**config.mk**
```make
export PLATFORM = sky130hd
export DESIGN_NAME = fifo_wr_ctrl
export DESIGN_NICKNAME = d
export VERILOG_FILES = /design/src/rtl/fifo_wr_ctrl.sv
export SDC_FILE = /design/constraint.sdc
export NUM_CORES = 1
export LEC_CHECK = 0
export BUFFER_PORTS_ARGS = -buffer_cell sky130_fd_sc_hd__buf_2
export CORE_ASPECT_RATIO = 0.5
export CORE_MARGIN = 2
export CORE_UTILIZATION = 55
export DETAILED_ROUTE_END_ITERATION = 10
export PLACE_DENSITY = 0.81
export SLEW_MARGIN = 20
export SYNTH_ARGS = -nofsm -noshare
export SYNTH_HDL_FRONTEND = slang
export SYNTH_SLANG_ARGS = --single-unit
export TNS_END_PERCENT = 1
```
**constraint.sdc**
```tcl
create_clock -name clk -period 9.3 [get_ports clk]
set_input_delay 1.395 -clock clk [delete_from_list [all_inputs] [get_ports clk]]
set_output_delay 1.395 -clock clk [all_outputs]
set_load 0.01 [all_outputs]
```
**src/rtl/fifo_wr_ctrl.sv**
```systemverilog
// Write-side pointer/flag controller for an asynchronous FIFO (write clock domain).
// Define FIFO_WR_SYNC_EN to add an internal 2-flop synchroniser on G_RD_PTR.
module fifo_wr_ctrl #(
    parameter int W         = 8,
    parameter int AF_MARGIN = 2
) (
    input  logic         clk,
    input  logic         rst,
    input  logic         wr_flag,
    input  logic         ovf_clr,
    input  logic [W:0]   G_RD_PTR,
    output logic         full,
    output logic         almost_full,
    output logic         wr_en,
    output logic         overflow,
    output logic [W-1:0] WR_ADDR,
    output logic [W:0]   WR_PTR,
    output logic [W:0]   G_WR_PTR
);

    localparam logic [W:0] AF_THRESH = (W+1)'((1 << W) - AF_MARGIN);

    function automatic logic [W:0] bin_to_gray(input logic [W:0] b);
        return b ^ (b >> 1);
    endfunction

    function automatic logic [W:0] gray_to_bin(input logic [W:0] g);
        logic [W:0] b;
        b[W] = g[W];
        for (int i = W - 1; i >= 0; i--) begin
            b[i] = b[i+1] ^ g[i];
        end
        return b;
    endfunction

    logic [W:0] wr_ptr_q, wr_ptr_d;
    logic [W:0] g_wr_ptr_q, g_wr_ptr_d;
    logic       overflow_q, overflow_d;
    logic [W:0] grd_s;
    logic [W:0] rd_bin_s;
    logic [W:0] level_s;
    logic       full_s;
    logic       af_s;
    logic       wr_en_s;

`ifdef FIFO_WR_SYNC_EN
    logic [W:0] sync1_q, sync2_q;

    // Two-stage synchroniser bringing the read-domain Gray pointer across.
    always_ff @(posedge clk or negedge rst) begin
        if (!rst) begin
            sync1_q <= {(W+1){1'b0}};
            sync2_q <= {(W+1){1'b0}};
        end else begin
            sync1_q <= G_RD_PTR;
            sync2_q <= sync1_q;
        end
    end

    assign grd_s = sync2_q;
`else
    assign grd_s = G_RD_PTR;
`endif

    // Flags, write enable and next-state for pointers and the sticky overflow.
    always_comb begin
        rd_bin_s   = gray_to_bin(grd_s);
        level_s    = wr_ptr_q - rd_bin_s;
        // Full when the Gray pointers differ only in their two top bits.
        full_s     = rst && (g_wr_ptr_q == {~grd_s[W:W-1], grd_s[W-2:0]});
        af_s       = rst && ((level_s >= AF_THRESH) || full_s);
        wr_en_s    = rst && wr_flag && !full_s;
        wr_ptr_d   = wr_ptr_q;
        g_wr_ptr_d = g_wr_ptr_q;
        overflow_d = overflow_q;
        if (wr_en_s) begin
            wr_ptr_d   = wr_ptr_q + {{W{1'b0}}, 1'b1};
            g_wr_ptr_d = bin_to_gray(wr_ptr_d);
        end else begin
            wr_ptr_d   = wr_ptr_q;
            g_wr_ptr_d = g_wr_ptr_q;
        end
        if (wr_flag && full_s) begin
            overflow_d = 1'b1;
        end else if (ovf_clr) begin
            overflow_d = 1'b0;
        end else begin
            overflow_d = overflow_q;
        end
    end

    // Pointer and overflow state registers.
    always_ff @(posedge clk or negedge rst) begin
        if (!rst) begin
            wr_ptr_q   <= {(W+1){1'b0}};
            g_wr_ptr_q <= {(W+1){1'b0}};
            overflow_q <= 1'b0;
        end else begin
            wr_ptr_q   <= wr_ptr_d;
            g_wr_ptr_q <= g_wr_ptr_d;
            overflow_q <= overflow_d;
        end
    end

    assign full        = full_s;
    assign almost_full = af_s;
    assign wr_en       = wr_en_s;
    assign overflow    = overflow_q;
    assign WR_ADDR     = wr_ptr_q[W-1:0];
    assign WR_PTR      = wr_ptr_q;
    assign G_WR_PTR    = g_wr_ptr_q;

endmodule

```
==> metrics.json <==
{
  "run_status": {
    "status": "complete, no violations"
  },
  "sta": {
    "final.setup.worst_slack_ns": 2.79,
    "rsz0062_at_grt": "no",
    "report.final.hold_viol_count": 0,
    "least_margin_pin_slew_ns": 0.928,
    "timing.final.crit_share_pct": 70.0,
    "clock_skew_ns": 0.00316,
    "timing_max_transition_violations_final": 0,
    "timing.slew.headroom_pct": 38.1,
    "clock.fmax_ghz": 0.154,
    "report.final.setup_viol": 0,
    "final_worst_path_period_need_ns": 6.51,
    "finalSetupTns_ns": 0,
    "hold_slack_ns": 0.566
  },
  "power": {
    "max-vdd-ir-drop_mv": 0.241,
    "powerDensity_nw_per_um2": 284,
    "power_uw": 493,
    "total_leakage_power_nw": 0.824
  },
  "clock_tree": {
    "max-clock-path-buffers": 2,
    "numClockSinks": 18,
    "cts_htree_levels": 1,
    "clock_tree_from_tritoncts": "yes",
    "cts.root.buffer_cell": "sky130_fd_sc_hd__clkbuf_8",
    "cts_buffers": 3,
    "insertion_delay_ns": 0.25,
    "post_cts_resize_count": 0,
    "post_cts_buffers": 0,
    "clk_pin_slew_worst_paths_ns": 0.06,
    "holdBufCountCts": 0
  },
  "route": {
    "drt_first_pass_iters": 4,
    "totalWireLength_um": 3150,
    "num_vias": 1141,
    "post_drt_wl_per_cell_um": 14.3,
    "route.antenna.remaining_nets": 0,
    "starting_drt_drc_count": 39,
    "detail_route.vias_per_cell": 5.16,
    "remaining_drc_errors": 0
  },
  "worst_setup_path": {
    "critical_path_class": "in2out",
    "worst_setup_path_end_kind": "primary output",
    "startpoint_type": "primary input",
    "critical-path-top-delay-family": "XOR/XNOR gates",
    "cp_num_buf_inv": 3,
    "critPathArrivalTime_ns": 5.11,
    "critical_path.cell_chain": "buf_2 > xnor3_2 > xor2_4 > xor3_2 > xor2_2 > xor2_2 > xnor2_1 > ha_1 > inv_1 > fa_1 > a21oi_1 > nor2b_1 > o31ai_1 > a21oi_1 > or3_1 > a32o_1 > buf_2",
    "worstPathMaxFanout": 3,
    "worst_path_max_delay_cell": "sky130_fd_sc_hd__xnor3_2",
    "timing.critical_path.slowest_cell_delay_ns": 0.47,
    "worst-endpoint-required_ns": 7.91
  },
  "grt": {
    "grt_max_degree": 24,
    "grt_overall_usage_pct": 20.6,
    "grt_pass1_vias": 1056,
    "grt_pass1_wl_um": 4830,
    "initial_antenna_violation_count": 0,
    "gr-total-overflow": 0
  },
  "logic_synthesis": {
    "yosys_most_used_dff": "sky130_fd_sc_hd__dfrtp_1",
    "avgSynthCellArea_um2": 10.0,
    "ys_async_sr_fraction_pct": 100,
    "synthCells": 151,
    "synth_enable_flop_cells": 0,
    "netlist_cell_types": 40,
    "ff_latch_count_synth": 18,
    "syn-num-nets": 174,
    "synth_warnings": 0,
    "synth.yosys.seq_area_share_pct": 29.8,
    "syn_area_um2": 1510
  },
  "floorplanning": {
    "die_area_um2": 3210,
    "num_io_pins": 43,
    "die_h_um": 41.1,
    "initial_core_util_pct": 58.2,
    "site_rows": 13,
    "core_region_area_um2": 2600,
    "die-width_um": 78.2
  },
  "final_layout": {
    "synthToLayoutAreaGrowth_pct": 14.5,
    "post_layout_nonfiller_instances": 221,
    "drive_above_1_share_pct": 32.1,
    "finalCoreUtilization_pct": 66.6,
    "antenna_cells_inserted": 0,
    "finalNetCount": 208,
    "layout.cell_area.non_filler_um2": 1730
  },
  "placement": {
    "detailedPlacementHpwl_um": 2500,
    "globalplace.congestion": 0.803,
    "port_buffers": 42,
    "post-place-ws_ns": 2.78,
    "placement.cell_area_um2": 1680,
    "post-place-cells": 217
  },
  "run": {
    "max_cap_violations": 0
  },
  "min_path": {
    "worst_hold_check_path_type": "reg2reg"
  }
}
-- cells by family after synthesis --
logic type,after synthesis,synth area share [%]
adders and majority gates,10,8.76
xor gates and xnor gates,43,29.2
and+or+nand+nor,39,14.2
muxes,4,3.22
DFF,18,29.8
buffers and inverters,17,7.02
AOI/OAI and AO/OA,20,7.85
-- sequential cells by signal, summed over array words and instances (netlist names) --
register	flops
WR_PTR	9
G_WR_PTR	8
overflow	1
-- worst reg2reg max path, cell delays in order, from the launching register on --
cell	delay (ns)
sky130_fd_sc_hd__dfrtp_1	0.46
sky130_fd_sc_hd__xnor2_1	0.32
sky130_fd_sc_hd__or4_4	0.21
sky130_fd_sc_hd__nor3_4	0.05
sky130_fd_sc_hd__nor2_2	0.73
sky130_fd_sc_hd__mux2_2	0.43
-- layout make-up --
class | instances | area (µm²)
flip-flops and latches | 18 | 450
well taps | 37 | 46.3
multi-input cells | 116 | 957
fillers | 207 | 868
inverters | 4 | 15.0
clock buffers | 4 | 55.1
repair buffers | 42 | 210
-- Yosys cell counts, types with 2 or more instances --
master	number	area share, %
sky130_fd_sc_hd__nand2_1	12	3.0
sky130_fd_sc_hd__and3_1	4	1.7
sky130_fd_sc_hd__dfrtp_1	18	30
sky130_fd_sc_hd__a21oi_1	11	3.6
sky130_fd_sc_hd__xor2_1	7	4.0
sky130_fd_sc_hd__nor3_1	2	0.66
sky130_fd_sc_hd__buf_4	9	4.5
sky130_fd_sc_hd__inv_1	4	0.99
sky130_fd_sc_hd__clkbuf_1	2	0.50
sky130_fd_sc_hd__xor2_2	2	2.1
sky130_fd_sc_hd__xnor2_1	31	18
sky130_fd_sc_hd__nor2_1	7	1.7
sky130_fd_sc_hd__o21ai_0	2	0.66
sky130_fd_sc_hd__mux2_2	3	2.2
sky130_fd_sc_hd__nand4_1	4	1.7
sky130_fd_sc_hd__ha_1	9	7.4
-- layer usage --
metal,track usage [%],wire length (µm),up-vias
li1,-,-,572
met1,26.5,1570,540
met2,36.6,1450,22
met3,2.42,74,7
met4,10.5,61,0
met5,0,0,-
-- power by group --
| part | internal, mW | leakage [nW] | switching, mW | total, mW |
|---|---|---|---|---|
| Combinational | 0.142 | 0.570 | 0.143 | 0.285 |
| Sequential | 0.103 | 0.225 | 0.0414 | 0.145 |
| Clock | 0.0376 | 0.0288 | 0.0260 | 0.0637 |
-- cells in the final DEF (no fill, tap or decap), types with 2 or more instances in the layout --
master and instances:
sky130_fd_sc_hd__ha_1 9, sky130_fd_sc_hd__a21oi_1 11, sky130_fd_sc_hd__nand4_1 4, sky130_fd_sc_hd__inv_1 4, sky130_fd_sc_hd__and3_1 4, sky130_fd_sc_hd__mux2_2 3, sky130_fd_sc_hd__clkbuf_8 4, sky130_fd_sc_hd__xnor2_1 31
sky130_fd_sc_hd__xor2_2 2, sky130_fd_sc_hd__dfrtp_1 18, sky130_fd_sc_hd__buf_2 42, sky130_fd_sc_hd__o21ai_0 2, sky130_fd_sc_hd__nand2_1 12, sky130_fd_sc_hd__xor2_1 7, sky130_fd_sc_hd__nor3_1 2, sky130_fd_sc_hd__nor2_1 7
-- final timing paths --
kind | start | to | cells after the start | slack, ns
max | G_RD_PTR[6] | almost_full | 17 | 2.79
min | overflow | overflow | 2 | 0.57
max reg2reg | WR_PTR[8] | G_WR_PTR[6] | 5 | 7.00
min reg2reg | overflow | overflow | 2 | 0.57
max in group asynchronous | rst | WR_PTR[0] | 1 | 7.88
min in group asynchronous | rst | WR_PTR[4] | 1 | 1.09
Note: power is estimated with default switching activity, not from simulation.
